==> config.mk <==
export PLATFORM = sky130hd
export DESIGN_NAME = ps2_scancode_decoder
export DESIGN_NICKNAME = d
export VERILOG_FILES = /design/src/rtl/ps2_scancode_decoder.sv
export SDC_FILE = /design/constraint.sdc
export NUM_CORES = 1
export LEC_CHECK = 0
export BUFFER_PORTS_ARGS = -buffer_cell sky130_fd_sc_hd__buf_2
export CORE_ASPECT_RATIO = 0.7
export CORE_UTILIZATION = 55
export DETAILED_ROUTE_END_ITERATION = 16
export PLACE_DENSITY = 0.78
export SYNTH_ARGS = -nofsm -noshare
export SYNTH_HDL_FRONTEND = slang
export SYNTH_SLANG_ARGS = --single-unit
==> constraint.sdc <==
create_clock -name clk -period 9.9 [get_ports clk]
set_clock_uncertainty 0.05 [all_clocks]
set_input_delay 1.98 -clock clk [delete_from_list [all_inputs] [get_ports clk]]
set_output_delay 1.98 -clock clk [all_outputs]
set_load 0.05 [all_outputs]
==> src/rtl/ps2_scancode_decoder.sv <==
// ps2_scancode_decoder: tracks make/break/E0 scan-code sequences and shows the last held key, its ASCII and the press count on six 7-segment digits.
module ps2_scancode_decoder #(
   parameter int SEG_ACTIVE_LOW = 1,
   parameter int IGNORE_REPEAT  = 1
) (
   input  logic       clk,
   input  logic       resetn,
   input  logic       byte_valid,
   input  logic [7:0] byte_data,
   output logic       key_down,
   output logic [7:0] scan_code,
   output logic       ext_key,
   output logic [7:0] ascii,
   output logic [7:0] key_count,
   output logic [7:0] seg0,
   output logic [7:0] seg1,
   output logic [7:0] seg2,
   output logic [7:0] seg3,
   output logic [7:0] seg4,
   output logic [7:0] seg5
);
   typedef enum logic [1:0] {IDLE, EXT, BREAK, EXT_BREAK} state_t;
   localparam logic [7:0] SEG_INV = (SEG_ACTIVE_LOW != 0) ? 8'h00 : 8'hFF;

   function automatic logic [7:0] f_glyph(input logic [3:0] n);
      case (n)
         4'h0: f_glyph = 8'hC0;  4'h1: f_glyph = 8'hF9;  4'h2: f_glyph = 8'hA4;  4'h3: f_glyph = 8'hB0;
         4'h4: f_glyph = 8'h99;  4'h5: f_glyph = 8'h92;  4'h6: f_glyph = 8'h82;  4'h7: f_glyph = 8'hF8;
         4'h8: f_glyph = 8'h80;  4'h9: f_glyph = 8'h90;  4'hA: f_glyph = 8'h88;  4'hB: f_glyph = 8'h83;
         4'hC: f_glyph = 8'hC6;  4'hD: f_glyph = 8'hA1;  4'hE: f_glyph = 8'h86;  default: f_glyph = 8'h8E;
      endcase
   endfunction

   function automatic logic [7:0] f_seg(input logic [3:0] n, input logic on);
      f_seg = (on ? f_glyph(n) : 8'hFF) ^ SEG_INV;
   endfunction

   function automatic logic [7:0] f_ascii(input logic [7:0] c);
      case (c)
         8'h1C: f_ascii = 8'h61;  8'h32: f_ascii = 8'h62;  8'h21: f_ascii = 8'h63;  8'h23: f_ascii = 8'h64;
         8'h24: f_ascii = 8'h65;  8'h2B: f_ascii = 8'h66;  8'h34: f_ascii = 8'h67;  8'h33: f_ascii = 8'h68;
         8'h43: f_ascii = 8'h69;  8'h3B: f_ascii = 8'h6A;  8'h42: f_ascii = 8'h6B;  8'h4B: f_ascii = 8'h6C;
         8'h3A: f_ascii = 8'h6D;  8'h31: f_ascii = 8'h6E;  8'h44: f_ascii = 8'h6F;  8'h4D: f_ascii = 8'h70;
         8'h15: f_ascii = 8'h71;  8'h2D: f_ascii = 8'h72;  8'h1B: f_ascii = 8'h73;  8'h2C: f_ascii = 8'h74;
         8'h3C: f_ascii = 8'h75;  8'h2A: f_ascii = 8'h76;  8'h1D: f_ascii = 8'h77;  8'h22: f_ascii = 8'h78;
         8'h35: f_ascii = 8'h79;  8'h1A: f_ascii = 8'h7A;
         8'h45: f_ascii = 8'h30;  8'h16: f_ascii = 8'h31;  8'h1E: f_ascii = 8'h32;  8'h26: f_ascii = 8'h33;
         8'h25: f_ascii = 8'h34;  8'h2E: f_ascii = 8'h35;  8'h36: f_ascii = 8'h36;  8'h3D: f_ascii = 8'h37;
         8'h3E: f_ascii = 8'h38;  8'h46: f_ascii = 8'h39;
         8'h29: f_ascii = 8'h20;  8'h5A: f_ascii = 8'h0D;
         default: f_ascii = 8'h00;
      endcase
   endfunction

   state_t     r_state;
   state_t     w_state;
   logic       w_e, w_same, w_pfx, w_ign, w_mk, w_new, w_brk, w_down, w_ext;
   logic [7:0] w_code, w_ascii, w_cnt;

   assign w_e    = (r_state == EXT) || (r_state == EXT_BREAK);
   assign w_same = key_down && (byte_data == scan_code) && (w_e == ext_key);
   assign w_pfx  = (byte_data == 8'hE0) || (byte_data == 8'hF0);
   assign w_ign  = byte_data inside {8'h00, 8'hAA, 8'hFA, 8'hFE, 8'hFF};
   assign w_mk   = byte_valid && !w_pfx && ((r_state == EXT) || ((r_state == IDLE) && !w_ign));
   assign w_brk  = byte_valid && !w_pfx && ((r_state == BREAK) || (r_state == EXT_BREAK)) && w_same;
   assign w_new  = w_mk && !w_same;

   // Next-state values feed both the state registers and the registered digits so they agree on the same edge.
   always_comb begin
      w_state = !byte_valid      ? r_state :
                r_state == IDLE  ? (byte_data == 8'hE0 ? EXT : byte_data == 8'hF0 ? BREAK : IDLE) :
                r_state == EXT   ? (byte_data == 8'hF0 ? EXT_BREAK : byte_data == 8'hE0 ? EXT : IDLE) :
                IDLE;
      w_down  = w_new ? 1'b1 : w_brk ? 1'b0 : key_down;
      w_code  = w_new ? byte_data : scan_code;
      w_ext   = w_new ? w_e : ext_key;
      w_ascii = w_new ? (w_e ? 8'h00 : f_ascii(byte_data)) : ascii;
      w_cnt   = key_count + {7'd0, w_new || (w_mk && IGNORE_REPEAT == 0)};
   end

   always_ff @(posedge clk or negedge resetn) begin
      if (!resetn) begin
         r_state   <= IDLE;
         key_down  <= 1'b0;
         scan_code <= 8'h00;
         ext_key   <= 1'b0;
         ascii     <= 8'h00;
         key_count <= 8'h00;
         seg0      <= 8'hFF ^ SEG_INV;
         seg1      <= 8'hFF ^ SEG_INV;
         seg2      <= 8'hFF ^ SEG_INV;
         seg3      <= 8'hFF ^ SEG_INV;
         seg4      <= 8'hC0 ^ SEG_INV;
         seg5      <= 8'hC0 ^ SEG_INV;
      end else begin
         r_state   <= w_state;
         key_down  <= w_down;
         scan_code <= w_code;
         ext_key   <= w_ext;
         ascii     <= w_ascii;
         key_count <= w_cnt;
         seg0      <= f_seg(w_code[3:0], w_down);
         seg1      <= f_seg(w_code[7:4], w_down);
         seg2      <= f_seg(w_ascii[3:0], w_down);
         seg3      <= f_seg(w_ascii[7:4], w_down);
         seg4      <= f_seg(w_cnt[3:0], 1'b1);
         seg5      <= f_seg(w_cnt[7:4], 1'b1);
      end
   end
endmodule

==> results by group, run 1 <==
Timing
  • Final Hold Viols: 0
  • Shortest period the worst path allows: 5790 ps
  • Max-slew violation count: 0
  • Setup-failing EPs final: 0
  • RSZ-0062 raised after global routing: no
  • Slew @ Worst Pin: 868 ps
  • Part of the cycle the worst path needs: 0.585
  • Max Fclk: 173 MHz
  • Setup TNS: 0 ps
  • Worst setup margin: 4110 ps
  • Worst rel slew slack: 0.419

Clock tree
  • # Post-CTS Setup Buffers: 0
  • Post-cts repair resize count: 0
  • Clock tree from TritonCTS: built
  • Clock-pin slew on the worst setup and hold paths: 60 ps
  • Hold buffer count at CTS: 0
  • Worst skew pair latency: 340 ps
  • Clock buffer depth: 2
  • CTS buffer count: 9
  • Root buf cell: clkbuf_16
  • CTS sink cnt: 70
  • H-tree Lvls: 3

GRT
  • GR Util met1: 0.376
  • Met2 usage: 0.405
  • Met3 Use GR: 0.0845
  • Number of global-route vias before repair: 3925
  • Largest net degree at the start of global routing: 71
  • GR peak layer: met2
  • First-pass GRT wire length: 20400 um
  • Grt total ovfl: 0
  • GRT Util Overall: 0.271
  • Antenna violations before repair: 0

Logic synthesis
  • Post-synth top area cell: dfrtp_1
  • Synth area leaders: dfrtp_1 (20%), dfstp_2 (15%), ha_1 (11%), mux2i_1 (3.9%), nand2_1 (3.3%)
  • Top post-synthesis cells by count: nand2_1 (45), ha_1 (44), dfrtp_1 (40), inv_1 (40), nor2_1 (32)
  • Post-Syn Area: 5120 um^2
  • Synth top area share: 0.196
  • Register area share after synthesis: 0.350
  • Flops & latches, synth: 70
  • Number of synthesized flops with an enable pin: 0
  • Top-count cell post-synth: nand2_1
  • Top_reg_cell synth: dfrtp_1
  • Post-Synthesis Cells: 548
  • Async set-reset flop share out of synthesis: 1.00
  • Yosys cell types: 85
  • Syn Area/Cell: 9.34 um^2
  • Ys Warns: 0

Placement
  • Dpl ws: 3890 ps
  • Placer Congestion: 0.950
  • Dpl hpwl: 9090 um
  • IO Port Bufs: 78
  • DP Area: 5500 um^2

Die
  • Core area: 9030 um^2
  • Top Ports: 85
  • Initial Util: 0.567
  • Die Y: 82.7 um
  • DIE AREA: 9700 um^2
  • Std cell rows: 29
  • Die X: 117 um

Critical path
  • Nature of the critical path endpoint: flop
  • Reg2reg end: seg5[5]
  • R2R cell count: 14
  • CP Max Fanout: 25
  • Crit path DAT: 5970 ps
  • Worst r2r src: scan_code[3]
  • Reg2Reg Setup Slack: 6110 ps
  • Kind of critical path: primary input to flop
  • CP required: 10070 ps
  • CP startpoint kind: primary input

Min path
  • Hold worst-path end: r_state[1]
  • Tightest Hold Check Type: flop to flop
  • Worst Hold Depth: 2
  • HP Start: r_state[1]

Layout
  • Final #Nets: 663
  • Area Overhead vs Synth: 14.0%
  • Antenna Cells: 0
  • Design area: 5830 um^2
  • Layout cells sized above 1: 0.258

Run status
  • Outcome: finished, final reports clean

Power and ir drop
  • Pwr/cell area: 241 nW/um^2
  • Worst-case vdd ir drop: 0.156 mV
  • P_leak: 2.73 nW

Drt
  • Routed WL: 13000 um
  • Drt pass-1 iters: 6
  • Antenna-violating nets left: 0
  • DRC: 0
  • Vias per cell: 6.09
  • Via count: 4487
  • DR iter-0 viols: 568
  • WL per Instance: 17.7 um

Job
  • MaxCap Viol Count: 0
[layout make-up]
type | count | area [um^2]
clock buffers | 12 | 256
clock inverters | 4 | 77.6
fillers | 745 | 3200
inverters | 48 | 185
multi-input cells | 400 | 2970
flip-flops and latches | 70 | 1790
well taps | 124 | 155
repair buffers | 79 | 398
[power breakdown]
part	total (mW)	switching, mW	internal, mW	leakage [nW]
clock network	0.360	0.124	0.236	0.163
registers	0.397	0.0325	0.364	0.820
logic	0.648	0.472	0.176	1.74
[per-stage QoR]
stage | instances | hold slack, ps | power (mW) | util
after floorplan | 553 | 434 | 0.898 | -
after global placement | 721 | 457 | 1.02 | 0.609
after detailed placement | 721 | 472 | 1.03 | 0.609
after CTS | 737 | 490 | 1.40 | 0.646
after global routing | 737 | 507 | 1.48 | 0.646
final | 737 | 499 | 1.41 | 0.646
[layer usage]
layer | vias up | routed length, um | share of wire
li1 | 2087 | - | -
met1 | 2123 | 5860 | 0.45
met2 | 256 | 5840 | 0.45
met3 | 21 | 1180 | 0.090
met4 | 0 | 171 | 0.013
met5 | - | 0 | 0
[critical path, stage by stage]
cell and delay, ps:
buf_2 250, inv_1 200, ha_1 340, or4b_4 260, o22ai_4 80, a211oi_4 430
nand2_8 200, inv_4 300, ha_1 260, ha_1 220, nand3_1 100, xor2_1 450
inv_1 200, ha_1 270, nand2_1 120, o21ai_0 110, a22o_1 180
[cell usage in the layout, fill, tap and decap left out, drive strengths merged, types with 4 or more instances in the layout]
master,instances
ha,44
o2bb2ai,4
buf,79
o22ai,7
and2,5
clkbuf,12
conb,6
mux2i,23
dfstp,30
dfrtp,40
xor2,12
and3,4
clkinv,4
mux2,4
xnor2,6
nand4,5
o211ai,6
o311ai,4
nor3,18
nor2,33
nor4,6
o21ai,24
o221ai,12
a31oi,10
nor2b,9
a211oi,11
nand2b,7
nand3,14
inv,46
nand2,46
a21oi,25
[state kept, by name (all words and copies together), names as in the netlist]
name,flops
ascii,8
key_count,8
scan_code,8
seg0,7
seg1,7
seg2,7
seg3,7
seg4,7
seg5,7
r_state,2
ext_key,1
key_down,1
[how the worst max path moves through the flow]
stage / from / end / slack [ps]
after global routing: byte_data[1] / seg5[5] / 3850
after global placement: byte_data[1] / seg5[5] / 4120
after floorplan: byte_data[1] / seg5[5] / 4190
after CTS: byte_data[1] / seg5[5] / 4170
final: byte_data[1] / seg5[5] / 4110
after detailed placement: byte_data[1] / seg5[5] / 3890
[cells by family after synthesis]
group | Yosys count | share of synthesized area
DFF | 70 | 0.350
and+or+nand+nor | 165 | 0.173
xor gates and xnor gates | 18 | 0.0308
other | 1 | 0.000733
AOI/OAI and AO/OA | 139 | 0.201
muxes | 28 | 0.0645
adders and majority gates | 44 | 0.108
buffers and inverters | 83 | 0.0733
Power figures use the tool's default switching activity.
==> run 2: changes to the inputs <==
Clock period 9.9 ns to 5.7 ns, I/O delays scaled along.
==> run 2 against run 1 <==
Compared with the run above:
- total power up 80%
- sequential power up 73%
- via count down 1.0%
- count of clock-buffer cells in the layout down 1
- non-clock buffer count up 4
- combinational power up 76%
- critical path type unchanged
==> results by group, run 2 (synthesis results as in run 1) <==
Layout
  • Area occupied by registers: 1790 um^2 (unchanged)
  • Fill cell count: 731 (was 745)
  • Area Overhead vs Synth: 15.5% (was 14.0%)
  • Largest regs: ascii: 8 flops, key_count: 8 flops, scan_code: 8 flops (unchanged)
  • Finished Layout Cells: 741 (was 737)
  • Final #Nets: 667 (was 663)
  • Layout cells sized above 1: 0.264 (was 0.258)
  • Commonest non-fill, non-tap cell in the layout: buf_2 (unchanged)
  • Commonest non-fill, non-tap cells in the layout: buf_2 (78), nand2_1 (45), ha_1 (44) (unchanged)
  • Multi-input logic area: 2970 um^2 (unchanged)
  • Antenna Cells: 0 (unchanged)

Clock tree
  • CTS buffer count: 9 (unchanged)
  • Clock-pin slew on the worst setup and hold paths: 50 ps (was 60 ps)
  • Clock buffer depth: 2 (unchanged)
  • Root buf cell: clkbuf_16 (unchanged)
  • Clock tree from TritonCTS: built (unchanged)
  • Hold buffer count at CTS: 0 (unchanged)
  • H-tree Lvls: 3 (unchanged)
  • CTS sink cnt: 70 (unchanged)
  • # Post-CTS Setup Buffers: 0 (unchanged)
  • Worst skew pair latency: 340 ps (about the same)
  • Post-cts repair resize count: 0 (unchanged)

Critical path
  • Crit path DAT: 5060 ps (was 5970 ps)
  • Worst path most repeated cell: ha_1 (unchanged)
  • Nature of the critical path endpoint: flop (unchanged)
  • CP startpoint kind: primary input (unchanged)
  • Kind of critical path: primary input to flop (unchanged)
  • Worst path max stage delay: 460 ps (was 450 ps)
  • Slowest CP cell: xor2_1 (unchanged)
  • Worst path cell trace: buf_2, inv_1, ha_1, or4b_4, o22ai_4, a211oi_4, nand2_8, inv_4, ha_1, ha_1, nand3_1, xor2_1, inv_1, ha_1, nand2_1, o21ai_0, a22o_1 (unchanged)
  • CP required: 5870 ps (was 10070 ps)
  • CP Max Fanout: 25 (unchanged)

Timing
  • Setup-failing EPs final: 0 (unchanged)
  • Slew @ Worst Pin: 852 ps (was 868 ps)
  • Worst rel slew slack: 0.432 (was 0.419)
  • Final Hold Viols: 0 (unchanged)
  • Setup TNS: 0 ps (unchanged)
  • Max Fclk: 205 MHz
  • Part of the cycle the worst path needs: 0.857
  • Max-slew violation count: 0 (unchanged)
  • RSZ-0062 raised after global routing: no (unchanged)
  • Shortest period the worst path allows: 4880 ps

Job
  • MaxCap Viol Count: 0 (unchanged)

GRT
  • Largest net degree at the start of global routing: 71 (unchanged)
  • Number of global-route vias before repair: 3885 (was 3925)
  • First-pass GRT wire length: 19900 um (was 20400 um)
  • Grt total ovfl: 0 (unchanged)
  • GRT Util Overall: 0.267 (was 0.271)
  • Antenna violations before repair: 0 (unchanged)

Drt
  • Drt pass-1 iters: 6 (unchanged)
  • Routed WL: 13000 um (about the same)
  • Vias per cell: 5.99 (was 6.09)
  • DR iter-0 viols: 551 (was 568)
  • Antenna-violating nets left: 0 (unchanged)
  • Via count: 4441 (was 4487)
  • DRC: 0 (unchanged)
  • WL per Instance: 17.5 um (was 17.7 um)

Die
  • Std cell rows: 29 (unchanged)
  • Die X: 117 um (unchanged)
  • Top Ports: 85 (unchanged)
  • Core area: 9030 um^2 (unchanged)
  • Initial Util: 0.567 (unchanged)
  • Die Y: 82.7 um (unchanged)
  • DIE AREA: 9700 um^2 (unchanged)

Placement
  • Dpl hpwl: 9380 um (was 9090 um)
  • Placed cell count: 725 (was 721)
  • Placer Congestion: 0.972 (was 0.950)
  • IO Port Bufs: 78 (unchanged)

Run status
  • Outcome: finished, final reports clean (unchanged)

Power and ir drop
  • Worst-case vdd ir drop: 0.302 mV (was 0.156 mV)
  • Pwr/cell area: 428 nW/um^2 (was 241 nW/um^2)
  • P_leak: 2.77 nW (was 2.73 nW)

Min path
  • Tightest Hold Check Type: flop to flop (unchanged)
-- run 2: cell types whose count changed in the layout (fill, tap and decap cells not counted) --
cell	change
clkbuf_1	-1
inv_6	-1
buf_4	+4
bufinv_16	+2
-- run 2: final cells by class --
class | count | share of cell area
multi-input cells | 400 | 0.503
flip-flops and latches | 70 | 0.303
repair buffers | 83 | 0.0724
clock buffers | 11 | 0.0428
inverters | 48 | 0.0313
well taps | 124 | 0.0262
clock inverters | 5 | 0.0218
-- run 2: path summary, 6_finish.rpt --
check | cells past startpoint | from | endpoint | slack [ps]
worst max-delay path | 17 | byte_data[1] | seg5[5] | 820
worst min-delay path | 2 | r_state[1] | r_state[1] | 490
worst max register to register | 14 | scan_code[3] | seg5[5] | 1930
worst min register to register | 2 | r_state[1] | r_state[1] | 490
max in group asynchronous | 2 | resetn | key_down | 4100
min in group asynchronous | 2 | resetn | ascii[5] | 930
-- run 2: stage by stage --
step | power (mW) | util | cell area (um^2) | hold WS (ps) | setup slack, ps
final | 2.53 | 0.654 | 5910 | 487 | 817
after global routing | 2.67 | 0.654 | 5910 | 520 | 538
after CTS | 2.54 | 0.654 | 5910 | 488 | 862
after detailed placement | 1.81 | 0.612 | 5530 | 472 | 568
after global placement | 1.78 | 0.612 | 5530 | 455 | 772
after floorplan | 1.56 | - | 5140 | 434 | 830
-- run 2: worst max-delay path: cells and delay by family --
family	cells	cell delay [ps]
fa+ha+maj	4	1060
buf+inv	4	930
compound gates	4	780
simple gates	4	670
xor+xnor	1	460
-- run 2: report_power, final --
group          total (mW)  internal (mW)  switching [mW]  leakage, nW
Combinational        1.14          0.315           0.824         1.76
Sequential          0.687          0.632          0.0548        0.820
Clock               0.705          0.496           0.209        0.186
Total                2.53           1.44            1.09         2.77
-- run 2: metal layers --
layer | share of wire | global-route usage | vias up
met3 | 0.078 | 0.0762 | 28
met1 | 0.46 | 0.356 | 2119
met2 | 0.45 | 0.414 | 189
met5 | 0 | 0 | -
met4 | 0.015 | 0.105 | 0
li1 | - | - | 2105
==> run 3: changes to the inputs <==
Settings changed: CTS_CLUSTER_DIAMETER set to 50.
Clock period 5.7 ns to 5.2 ns, I/O delays scaled along.
==> run 3 against run 2 <==
Compared with the run above:
- hold slack better by 23 ps
- sequential power increased by 10%
- sequential share of layout area hardly changed
- clock power fell by 0.7%
- via count is 2.7% higher
- first-iteration DRC count increased by 1.5%
- combinational power grew 11%
- total power increased by 7.6%
- wire length rose by 4.3%
- non-clock buffer count increased by 5
- count of clock-buffer cells in the layout is the same
- flip-flop and latch count unchanged
==> results by group, run 3 (synthesis results as in run 1) <==
Power and ir drop
  • Worst-case vdd ir drop: 0.316 mV (was 0.302 mV)
  • PnR Total Power: 2.72 mW (was 2.53 mW)
  • P_leak: 2.77 nW (about the same)
  • Pwr/cell area: 461 nW/um^2 (was 428 nW/um^2)

GRT
  • Largest net degree at the start of global routing: 41 (was 71)
  • Grt total ovfl: 0 (unchanged)
  • Number of global-route vias before repair: 4059 (was 3885)
  • Antenna violations before repair: 0 (unchanged)
  • GRT Util Overall: 0.281 (was 0.267)
  • First-pass GRT wire length: 21100 um (was 19900 um)

Timing
  • Setup-failing EPs final: 0 (unchanged)
  • Shortest period the worst path allows: 4790 ps
  • Final Hold Viols: 0 (unchanged)
  • Worst rel slew slack: 0.432 (about the same)
  • Max-slew violation count: 0 (unchanged)
  • Part of the cycle the worst path needs: 0.922
  • Worst setup margin: 407 ps (was 817 ps)
  • Max Fclk: 209 MHz
  • Setup TNS: 0 ps (unchanged)
  • Slew @ Worst Pin: 852 ps (about the same)
  • RSZ-0062 raised after global routing: no (unchanged)

Die
  • Std cell rows: 29 (unchanged)
  • Die X: 117 um (unchanged)
  • DIE AREA: 9700 um^2 (unchanged)
  • Die Y: 82.7 um (unchanged)
  • Initial Util: 0.567 (unchanged)
  • Core area: 9030 um^2 (unchanged)
  • Top Ports: 85 (unchanged)

Placement
  • Dpl ws: 209 ps (was 568 ps)
  • DP Area: 5570 um^2 (was 5530 um^2)
  • IO Port Bufs: 78 (unchanged)
  • Dpl hpwl: 9570 um (was 9380 um)
  • Placer Congestion: 0.957 (was 0.972)

Clock tree
  • CTS buffer count: 9 (unchanged)
  • H-tree Lvls: 3 (unchanged)
  • Clock buffer depth: 2 (unchanged)
  • Post-cts repair resize count: 0 (unchanged)
  • Clock tree from TritonCTS: built (unchanged)
  • CTS sink cnt: 70 (unchanged)
  • Worst skew pair latency: 340 ps (about the same)
  • Hold buffer count at CTS: 0 (unchanged)
  • Root buf cell: clkbuf_16 (unchanged)
  • Clock-pin slew on the worst setup and hold paths: 60 ps (was 50 ps)
  • # Post-CTS Setup Buffers: 0 (unchanged)

Layout
  • Commonest non-fill, non-tap cell in the layout: buf_2 (unchanged)
  • Largest regs: ascii: 8 flops, key_count: 8 flops, scan_code: 8 flops (unchanged)
  • Final #Nets: 672 (was 667)
  • Layout cells sized above 1: 0.267 (was 0.264)
  • Antenna Cells: 0 (unchanged)
  • Commonest non-fill, non-tap cells in the layout: buf_2 (78), nand2_1 (45), ha_1 (44) (unchanged)
  • Design area: 5910 um^2 (about the same)
  • Area Overhead vs Synth: 15.4% (was 15.5%)
  • Post-route core utilization: 0.654 (about the same)

Drt
  • Routed WL: 13500 um (was 13000 um)
  • Vias per cell: 6.11 (was 5.99)
  • DR iter-0 viols: 559 (was 551)
  • DRC: 0 (unchanged)
  • Drt pass-1 iters: 6 (unchanged)
  • WL per Instance: 18.1 um (was 17.5 um)
  • Via count: 4561 (was 4441)
  • Antenna-violating nets left: 0 (unchanged)

Critical path
  • Crit path DAT: 4970 ps (was 5060 ps)
  • Kind of critical path: primary input to flop (unchanged)
  • CP Max Fanout: 25 (unchanged)
  • CP startpoint kind: primary input (unchanged)
  • CP required: 5370 ps (was 5870 ps)
  • R2R cell count: 14 (unchanged)
  • Nature of the critical path endpoint: flop (unchanged)

Min path
  • Worst Hold Depth: 2 (unchanged)
  • Tightest Hold Check Type: flop to flop (unchanged)

Job
  • MaxCap Viol Count: 0 (unchanged)

Run status
  • Outcome: finished, final reports clean (unchanged)
[run 3: area by class of cell]
class	instances	area (um^2)
Tap cell	124	155
Clock buffer	11	233
Sequential cell	70	1790
Multi-Input combinational cell	400	2970
Timing Repair Buffer	88	465
Inverter	48	185
Clock inverter	5	108
Fill cell	685	3130
[run 3: path summary, 6_finish.rpt]
path	to	from	slack, ps
hold / removal	ext_key	ext_key	510
setup reg to reg	seg5[5]	scan_code[6]	1350
min in group asynchronous	seg5[4]	resetn	760
max in group asynchronous	seg1[1]	resetn	3390
hold reg to reg	ext_key	ext_key	510
setup / recovery	seg5[5]	byte_data[1]	410
[run 3: critical path: stages]
cell and delay, ps:
buf_2 230, inv_1 200, ha_1 240, buf_4 160, a41o_1 250, a211oi_4 370
nand2_8 200, inv_4 320, ha_1 240, ha_1 210, nand3_1 110, xor2_1 490
inv_1 200, ha_1 280, nand2_1 110, o21ai_0 100, a22o_1 190
[run 3: routing by layer]
| layer | wire (um) | up-vias | track usage |
|---|---|---|---|
| li1 | - | 2105 | - |
| met1 | 6150 | 2170 | 0.402 |
| met2 | 5910 | 261 | 0.416 |
| met3 | 1230 | 25 | 0.0646 |
| met4 | 236 | 0 | 0.0961 |
| met5 | 0 | - | 0 |
[run 3: metrics by stage]
stage | hold WS [ps] | std cells
after floorplan | 434 | 553
final | 510 | 746
after global placement | 473 | 730
after global routing | 517 | 746
after CTS | 501 | 746
after detailed placement | 485 | 730
[run 3: power by group]
| part | internal (mW) | leakage (nW) | switching [mW] | total, mW |
|---|---|---|---|---|
| combinational | 0.353 | 1.79 | 0.914 | 1.27 |
| sequential | 0.693 | 0.820 | 0.0627 | 0.756 |
| clock | 0.470 | 0.164 | 0.230 | 0.700 |
